`src/rtl/rom_access_arbiter_if.sv`:
```
// Signal bundle between the core fetch/load units, rom_access_arbiter and rom_controller.
// slave = arbiter side, master = requesters plus the ROM controller driving the arbiter.
`timescale 1ns/1ps
interface rom_access_arbiter_if #(
    parameter int ADDR_W = 15,
    parameter int DATA_W = 32
);
    logic              if_req;
    logic [ADDR_W-1:0] if_addr;
    logic              if_gnt;
    logic              if_rvalid;
    logic [DATA_W-1:0] if_rdata;

    logic              d_req;
    logic [ADDR_W-1:0] d_addr;
    logic              d_gnt;
    logic              d_rvalid;
    logic [DATA_W-1:0] d_rdata;

    logic              rom_req;
    logic [ADDR_W-1:0] rom_addr;
    logic [DATA_W-1:0] rom_rdata;
    logic              rom_ready;

    logic              bist_start;
    logic              mbist_en;
    logic              mbist_done;
    logic              mbist_fail;
    logic              bist_busy;
    logic              bist_done;
    logic              bist_fail;
    logic              bist_timeout;

    modport slave (
        input  if_req, if_addr, d_req, d_addr, rom_rdata, rom_ready,
               bist_start, mbist_done, mbist_fail,
        output if_gnt, if_rvalid, if_rdata, d_gnt, d_rvalid, d_rdata,
               rom_req, rom_addr, mbist_en, bist_busy, bist_done, bist_fail, bist_timeout
    );

    modport master (
        output if_req, if_addr, d_req, d_addr, rom_rdata, rom_ready,
               bist_start, mbist_done, mbist_fail,
        input  if_gnt, if_rvalid, if_rdata, d_gnt, d_rvalid, d_rdata,
               rom_req, rom_addr, mbist_en, bist_busy, bist_done, bist_fail, bist_timeout
    );
endinterface

```
`src/rtl/rom_access_arbiter.sv`:
```
// IF/D ROM port arbiter (round-robin; fixed IF priority with ROM_ARB_FIXED_PRIO_EN) plus MBIST sequencer.
// Grant is same-cycle, data returns 1 cycle later at 1 read/cycle; requests stall with gnt=0 during MBIST.
`timescale 1ns/1ps
module rom_access_arbiter #(
    parameter int ADDR_W        = 15,
    parameter int DATA_W        = 32,
    parameter int MBIST_TIMEOUT = 20000
) (
    input  logic                clk,
    input  logic                rst_n,
    rom_access_arbiter_if.slave bus
);
    localparam int TMR_W = $clog2(MBIST_TIMEOUT + 1);

    typedef enum logic [1:0] {ARB, DRAIN, BIST_RUN, BIST_EXIT} state_t;

    state_t            state;
    logic              outstanding;
    logic              owner_if;
    logic              owner_d;
    logic [TMR_W-1:0]  timer;
    logic [TMR_W-1:0]  timer_nxt;
    logic              timer_hit;
    logic              mbist_en_q;
    logic              busy_q;
    logic              done_q;
    logic              fail_q;
    logic              timeout_q;
    logic              can_grant;
    logic              gnt_if;
    logic              gnt_d;
    logic              grant;
    logic [ADDR_W-1:0] grant_addr;
    logic [DATA_W-1:0] rdata;

`ifndef ROM_ARB_FIXED_PRIO_EN
    logic              prefer_d;
`endif

    // A returning read frees the port in the same cycle, so grants can be back-to-back.
    always_comb begin
        can_grant = (state == ARB) && !bus.bist_start && (!outstanding || bus.rom_ready);
`ifdef ROM_ARB_FIXED_PRIO_EN
        gnt_if = can_grant && bus.if_req;
        gnt_d  = can_grant && bus.d_req && !bus.if_req;
`else
        gnt_if = can_grant && bus.if_req && !(bus.d_req && prefer_d);
        gnt_d  = can_grant && bus.d_req && !(bus.if_req && !prefer_d);
`endif
    end

    assign grant      = gnt_if | gnt_d;
    assign grant_addr = gnt_d ? bus.d_addr : (gnt_if ? bus.if_addr : '0);
    assign rdata      = bus.rom_rdata;
    assign timer_nxt  = timer + 1'b1;
    assign timer_hit  = (timer_nxt == TMR_W'(MBIST_TIMEOUT));

    assign bus.if_gnt       = gnt_if;
    assign bus.d_gnt        = gnt_d;
    assign bus.rom_req      = grant;
    assign bus.rom_addr     = grant_addr;
    assign bus.if_rvalid    = bus.rom_ready & outstanding & owner_if;
    assign bus.d_rvalid     = bus.rom_ready & outstanding & owner_d;
    assign bus.if_rdata     = rdata;
    assign bus.d_rdata      = rdata;
    assign bus.mbist_en     = mbist_en_q;
    assign bus.bist_busy    = busy_q;
    assign bus.bist_done    = done_q;
    assign bus.bist_fail    = fail_q;
    assign bus.bist_timeout = timeout_q;

    always_ff @(posedge clk or negedge rst_n) begin
        if (!rst_n) begin
            state       <= ARB;
            outstanding <= 1'b0;
            owner_if    <= 1'b0;
            owner_d     <= 1'b0;
            timer       <= '0;
            mbist_en_q  <= 1'b0;
            busy_q      <= 1'b0;
            done_q      <= 1'b0;
            fail_q      <= 1'b0;
            timeout_q   <= 1'b0;
`ifndef ROM_ARB_FIXED_PRIO_EN
            prefer_d    <= 1'b0;
`endif
        end else begin
            if (grant) begin
                outstanding <= 1'b1;
                owner_if    <= gnt_if;
                owner_d     <= gnt_d;
            end else if (bus.rom_ready) begin
                outstanding <= 1'b0;
            end
`ifndef ROM_ARB_FIXED_PRIO_EN
            if (grant) begin
                prefer_d <= gnt_if;
            end
`endif
            case (state)
                ARB: begin
                    if (bus.bist_start) begin
                        busy_q    <= 1'b1;
                        done_q    <= 1'b0;
                        fail_q    <= 1'b0;
                        timeout_q <= 1'b0;
                        state     <= DRAIN;
                    end
                end
                DRAIN: begin
                    if (!outstanding || bus.rom_ready) begin
                        mbist_en_q <= 1'b1;
                        timer      <= '0;
                        state      <= BIST_RUN;
                    end
                end
                BIST_RUN: begin
                    timer <= timer_nxt;
                    // A completion landing on the last allowed cycle is a real result, not a timeout.
                    if (bus.mbist_done) begin
                        fail_q     <= bus.mbist_fail;
                        done_q     <= 1'b1;
                        mbist_en_q <= 1'b0;
                        state      <= BIST_EXIT;
                    end else if (timer_hit) begin
                        timeout_q  <= 1'b1;
                        fail_q     <= 1'b1;
                        done_q     <= 1'b1;
                        mbist_en_q <= 1'b0;
                        state      <= BIST_EXIT;
                    end
                end
                BIST_EXIT: begin
                    busy_q <= 1'b0;
                    state  <= ARB;
                end
                default: state <= ARB;
            endcase
        end
    end
endmodule

```
`src/flat_wrapper.sv`:
```
// flat-port wrapper written by rule: the top's interface ports become plain ports
module rom_access_arbiter_flat 
#(
    parameter int ADDR_W        = 15,
    parameter int DATA_W        = 32,
    parameter int MBIST_TIMEOUT = 20000
)
  (clk, rst_n, bus_if_req, bus_if_addr, bus_d_req, bus_d_addr, bus_rom_rdata, bus_rom_ready, bus_bist_start, bus_mbist_done, bus_mbist_fail, bus_if_gnt, bus_if_rvalid, bus_if_rdata, bus_d_gnt, bus_d_rvalid, bus_d_rdata, bus_rom_req, bus_rom_addr, bus_mbist_en, bus_bist_busy, bus_bist_done, bus_bist_fail, bus_bist_timeout);
  rom_access_arbiter_if #(.ADDR_W(ADDR_W), .DATA_W(DATA_W)) bus_i ();
  input  logic clk;
  input  logic rst_n;
  input wire logic [$bits(bus_i.if_req)-1:0] bus_if_req;
  input wire logic [$bits(bus_i.if_addr)-1:0] bus_if_addr;
  input wire logic [$bits(bus_i.d_req)-1:0] bus_d_req;
  input wire logic [$bits(bus_i.d_addr)-1:0] bus_d_addr;
  input wire logic [$bits(bus_i.rom_rdata)-1:0] bus_rom_rdata;
  input wire logic [$bits(bus_i.rom_ready)-1:0] bus_rom_ready;
  input wire logic [$bits(bus_i.bist_start)-1:0] bus_bist_start;
  input wire logic [$bits(bus_i.mbist_done)-1:0] bus_mbist_done;
  input wire logic [$bits(bus_i.mbist_fail)-1:0] bus_mbist_fail;
  output wire logic [$bits(bus_i.if_gnt)-1:0] bus_if_gnt;
  output wire logic [$bits(bus_i.if_rvalid)-1:0] bus_if_rvalid;
  output wire logic [$bits(bus_i.if_rdata)-1:0] bus_if_rdata;
  output wire logic [$bits(bus_i.d_gnt)-1:0] bus_d_gnt;
  output wire logic [$bits(bus_i.d_rvalid)-1:0] bus_d_rvalid;
  output wire logic [$bits(bus_i.d_rdata)-1:0] bus_d_rdata;
  output wire logic [$bits(bus_i.rom_req)-1:0] bus_rom_req;
  output wire logic [$bits(bus_i.rom_addr)-1:0] bus_rom_addr;
  output wire logic [$bits(bus_i.mbist_en)-1:0] bus_mbist_en;
  output wire logic [$bits(bus_i.bist_busy)-1:0] bus_bist_busy;
  output wire logic [$bits(bus_i.bist_done)-1:0] bus_bist_done;
  output wire logic [$bits(bus_i.bist_fail)-1:0] bus_bist_fail;
  output wire logic [$bits(bus_i.bist_timeout)-1:0] bus_bist_timeout;
  assign bus_i.if_req = bus_if_req;
  assign bus_i.if_addr = bus_if_addr;
  assign bus_i.d_req = bus_d_req;
  assign bus_i.d_addr = bus_d_addr;
  assign bus_i.rom_rdata = bus_rom_rdata;
  assign bus_i.rom_ready = bus_rom_ready;
  assign bus_i.bist_start = bus_bist_start;
  assign bus_i.mbist_done = bus_mbist_done;
  assign bus_i.mbist_fail = bus_mbist_fail;
  assign bus_if_gnt = bus_i.if_gnt;
  assign bus_if_rvalid = bus_i.if_rvalid;
  assign bus_if_rdata = bus_i.if_rdata;
  assign bus_d_gnt = bus_i.d_gnt;
  assign bus_d_rvalid = bus_i.d_rvalid;
  assign bus_d_rdata = bus_i.d_rdata;
  assign bus_rom_req = bus_i.rom_req;
  assign bus_rom_addr = bus_i.rom_addr;
  assign bus_mbist_en = bus_i.mbist_en;
  assign bus_bist_busy = bus_i.bist_busy;
  assign bus_bist_done = bus_i.bist_done;
  assign bus_bist_fail = bus_i.bist_fail;
  assign bus_bist_timeout = bus_i.bist_timeout;
  rom_access_arbiter #(.ADDR_W(ADDR_W), .DATA_W(DATA_W), .MBIST_TIMEOUT(MBIST_TIMEOUT)) u_core (.clk(clk), .rst_n(rst_n), .bus(bus_i));
endmodule
```
`config.mk`:
```
export PLATFORM = sky130hd
export DESIGN_NAME = rom_access_arbiter_flat
export DESIGN_NICKNAME = d
export VERILOG_FILES = /design/src/rtl/rom_access_arbiter_if.sv /design/src/rtl/rom_access_arbiter.sv /design/src/flat_wrapper.sv
export SDC_FILE = /design/constraint.sdc
export NUM_CORES = 1
export LEC_CHECK = 0
export BUFFER_PORTS_ARGS = -buffer_cell sky130_fd_sc_hd__buf_2
export CAP_MARGIN = 20
export CORE_ASPECT_RATIO = 1.75
export CORE_MARGIN = 2
export CORE_UTILIZATION = 44
export CTS_BUF_LIST = sky130_fd_sc_hd__clkbuf_8
export CTS_CLUSTER_DIAMETER = 80
export DETAILED_ROUTE_END_ITERATION = 12
export GPL_ROUTABILITY_DRIVEN = 0
export PLACE_DENSITY = 0.87
export SLEW_MARGIN = 20
export SYNTH_ARGS = -nofsm -noshare
export SYNTH_HDL_FRONTEND = slang
export SYNTH_SLANG_ARGS = --single-unit
export TNS_END_PERCENT = 20
```
`constraint.sdc`:
```
create_clock -name clk -period 3.1 [get_ports clk]
set_clock_uncertainty 0.2 [all_clocks]
set_input_delay 0.93 -clock clk [delete_from_list [all_inputs] [get_ports clk]]
set_output_delay 0.93 -clock clk [all_outputs]
set_load 0.005 [all_outputs]
```
==> key figures <==
Cells and area
  – Multi-input logic area: 1162 sq um
  – Fraction of layout cells with a size suffix above 1: 34.91%
  – N_diodes: 0
  – Post-route core utilization: 45.02%
  – Area Overhead vs Synth: -0.3190%
  – Final non-filler cell area: 2346 sq um
  – Fillers: 501
  – Nets@finish: 352
  – Register area: 625.6 sq um

Global route
  – All-Layer GR Usage: 19.81%
  – Largest net degree at the start of global routing: 26
  – Vias in the first global route: 1970
  – GRT Residual Overflow: 0
  – Initial antenna violation count: 0
  – First-pass GRT wire length: 9.114 mm

Synth
  – Dominant cells by area after synthesis: dfrtp_1 (27%), buf_4 (21%), a22o_1 (9.3%)
  – Seq/Total Area, Yosys: 26.58%
  – Synth top area share: 26.58%
  – Post-Synthesis Cell Area: 2354 sq um
  – Synthesized flop and latch total: 25
  – Unique masters post-synth: 48
  – Ys flop type: dfrtp_1
  – Syn Area/Cell: 8.496 sq um
  – Cells after Synth: 277
  – EDFF count, synth: 0
  – Post-synth ARST share: 100.0%
  – Syn_nets: 353
  – Most area-hungry cell type in the Yosys netlist: dfrtp_1
  – Synth warnings: 0

Power and ir drop
  – Clock power frac: 14.0%
  – Power Total: 1.400 mW
  – Net Switching: 0.5980 mW
  – Leak: 1.171 nW
  – Power per cell area: 596.9 nW/um^2
  – Net Sw Frac: 42.70%
  – Int Pwr: 0.8024 mW
  – Gate power share: 53.0%
  – Maximum vdd drop: 0.3726 mV
  – Flop pwr share: 32.9%

CTS
  – H-tree depth: 1
  – CTS Buf Count: 3
  – Worst-Skew Late Latency: 0.27 ns
  – Clock sinks: 25
  – CTS tree: done
  – Postcts setup bufs: 0
  – Clock Tree Buf Depth: 2
  – Worst-path clk slew: 0.09 ns
  – CTS root buf: clkbuf_8
  – Hold-fix buffers at CTS: 0

STA
  – Slew of the pin with the lowest slew margin: 0.5862 ns
  – Slew headroom: 60.92%
  – Max-slew violations: 0
  – Fin crit period: 3.024 ns
  – RSZ-0062 raised after global routing: no
  – Final hold vios: 0
  – Final setup viols: 0
  – Post-route clock period utilization: 97.56%
  – Hold WS: 0.3159 ns
  – Top achievable clock speed: 330.7 MHz

Setup path
  – Reg-to-reg endpoint: u_core.state[1]$_DFFE_PN0P_
  – Critical Path AT: 1.89 ns
  – CP Launch Type: input pin
  – Crit path kind: in -> out
  – Worst Path Max Fanout: 8
  – R2R setup slack: 0.27 ns
  – Crit. End Element: primary output
  – Cell depth of the worst flop-to-flop path: 7
  – Reg-to-Reg Start: u_core.timer[0]$_DFFE_PN0P_
  – CP required: 1.97 ns

Worst hold path
  – Hold path endpoint: u_core.timer[14]$_DFFE_PN0P_
  – HP Class: reg -> reg
  – Hold_sp: u_core.timer[14]$_DFFE_PN0P_
  – Hold Path Cell Cnt: 2

Drt
  – Post-route DRC: 0
  – DRT antenna net count: 0
  – Pre-antenna DRT Iters: 4
  – WL final: 5.853 mm
  – Wire per inst: 17.74 um
  – Drt initial violations: 33
  – Vias per inst: 5.891
  – Via count: 1944

Floorplanning
  – Core footprint: 5211 sq um
  – Die H: 100.8 um
  – Initial Util: 45.16%
  – Die area: 5973 sq um
  – Die Wd: 59.29 um
  – Row cnt: 35
  – Number of I/O pins: 159

Place
  – PortBufs: 62
  – Post-DP HPWL: 4.506 mm
  – DP Area: 2252 sq um

Job
  – Max Cap Viol: 0

Outcome
  – Status: finished clean
## flip-flops by register name, indices dropped and copies added, names as in the netlist
| name | count |
|---|---|
| u_core.bus.bist_busy | 1 |
| u_core.bus.bist_fail | 1 |
| u_core.owner_d | 1 |
| u_core.bus.bist_done | 1 |
| u_core.bus.mbist_en | 1 |
| u_core.bus.bist_timeout | 1 |
| u_core.timer | 15 |
| u_core.state | 2 |
| u_core.outstanding | 1 |
| u_core.prefer_d | 1 |
## through the flow
step           setup TNS [ns]  worst slack [ns]  std cells
2_1_floorplan               0           0.02146        277
3_3_place_gp          -0.1167          -0.02181        326
3_5_place_dp          -0.8026          -0.06914        326
4_1_cts                     0          0.005926        330
5_1_grt                     0          0.004512        330
6_report                    0           0.07574        330
## cells by family (layout without fill, tap and decap cells)
group / count (synthesis) / count (layout) / share of synthesized area [%]
AND/OR/NAND/NOR: 84 / 84 / 21.74
buffers and inverters: 89 / 87 / 25.52
AO/OA/AOI/OAI: 66 / 66 / 20.15
flip-flops: 25 / 25 / 26.58
adder cells (fa/ha/maj): 6 / 6 / 3.190
XOR/XNOR: 4 / 4 / 1.489
multiplexers: 3 / 3 / 1.329
## layout by cell type (no fill, tap or decap), types with 2 or more instances in the layout
| master | netlist | layout |
|---|---|---|
| buf_2 | 3 | 61 |
| a22o_1 | 25 | 25 |
| dfrtp_1 | 25 | 25 |
| nand2_1 | 25 | 24 |
| o21ai_0 | 20 | 20 |
| inv_1 | 10 | 10 |
| buf_4 | 66 | 9 |
| nor3_1 | 7 | 7 |
| and2_1 | 6 | 6 |
| nand3_1 | 6 | 6 |
| a21o_1 | 5 | 5 |
| nor2_1 | 6 | 5 |
| a21oi_1 | 5 | 5 |
| ha_1 | 6 | 5 |
| nand4_1 | 4 | 4 |
| nand2b_1 | 3 | 3 |
| and3_1 | 5 | 3 |
| xor2_1 | 3 | 3 |
| o41ai_1 | 3 | 3 |
| clkbuf_8 | 0 | 3 |
| buf_6 | 2 | 3 |
| and3_4 | 0 | 2 |
| or3_1 | 2 | 2 |
| nand3_2 | 2 | 2 |
| nor4_2 | 2 | 2 |
| nand3b_1 | 2 | 2 |
| nor4_1 | 2 | 2 |
| mux2i_1 | 2 | 2 |
| a31oi_1 | 2 | 2 |
## power groups by stage
stage	sequential, mW	clock (mW)	combinational (mW)
floorplan	0.449	0	0.511
global placement	0.460	0	0.678
detailed placement	0.465	0	0.700
CTS	0.458	0.202	0.712
global route	0.471	0.216	0.826
finish	0.461	0.197	0.743
## area by class of cell
type	count	share of cell area (%)
Clock inverter	1	0.1600
Inverter	10	1.600
Sequential cell	25	26.67
Clock buffer	3	1.760
Timing Repair Buffer	73	17.33
Tap cell	55	2.933
Multi-Input combinational cell	163	49.55
## metal layers
layer,part of all wire (%),global-route usage [%]
met5,0,0
met4,4.4,11.01
met1,33,19.57
met3,11,5.777
met2,52,35.33
## repair_timing
item / CTS / global route
gates resized for setup: 5 / 9
pin swaps: 0 / 4
endpoints found under the setup margin: 15 / 15
## worst max path at each step
stage	from	to	slack [ns]	depth (start not counted)
after floorplan	bus_bist_start	bus_rom_addr[10]	0.02	7
after global placement	bus_rom_ready	bus_rom_addr[7]	-0.02	7
after detailed placement	bus_bist_start	bus_rom_addr[7]	-0.07	8
after CTS	bus_bist_start	bus_rom_addr[7]	0.006	8
after global routing	u_core.state[1]$_DFFE_PN0P_	bus_rom_addr[7]	0.005	8
final	bus_rom_ready	bus_rom_addr[5]	0.08	7
## synth_stat cells (all sizes together), types with 3 or more instances
cell	count
nor4	5
nand2	26
nand4	6
ha	6
and2	6
nand3	8
inv	10
and3	5
nor2	6
dfrtp	25
buf	72
nand2b	3
a21oi	5
a22o	25
o21ai	20
o41ai	3
xor2	3
nor3	7
a21o	5
clkbuf	7
## worst max-delay path, stage by stage
cell and delay (ns):
buf_2 0.12, nor2b_4 0.14, nor2_4 0.05, and3_4 0.17, buf_6 0.14, a22o_1 0.23
buf_2 0.12
(Power assumes the default switching activity.)
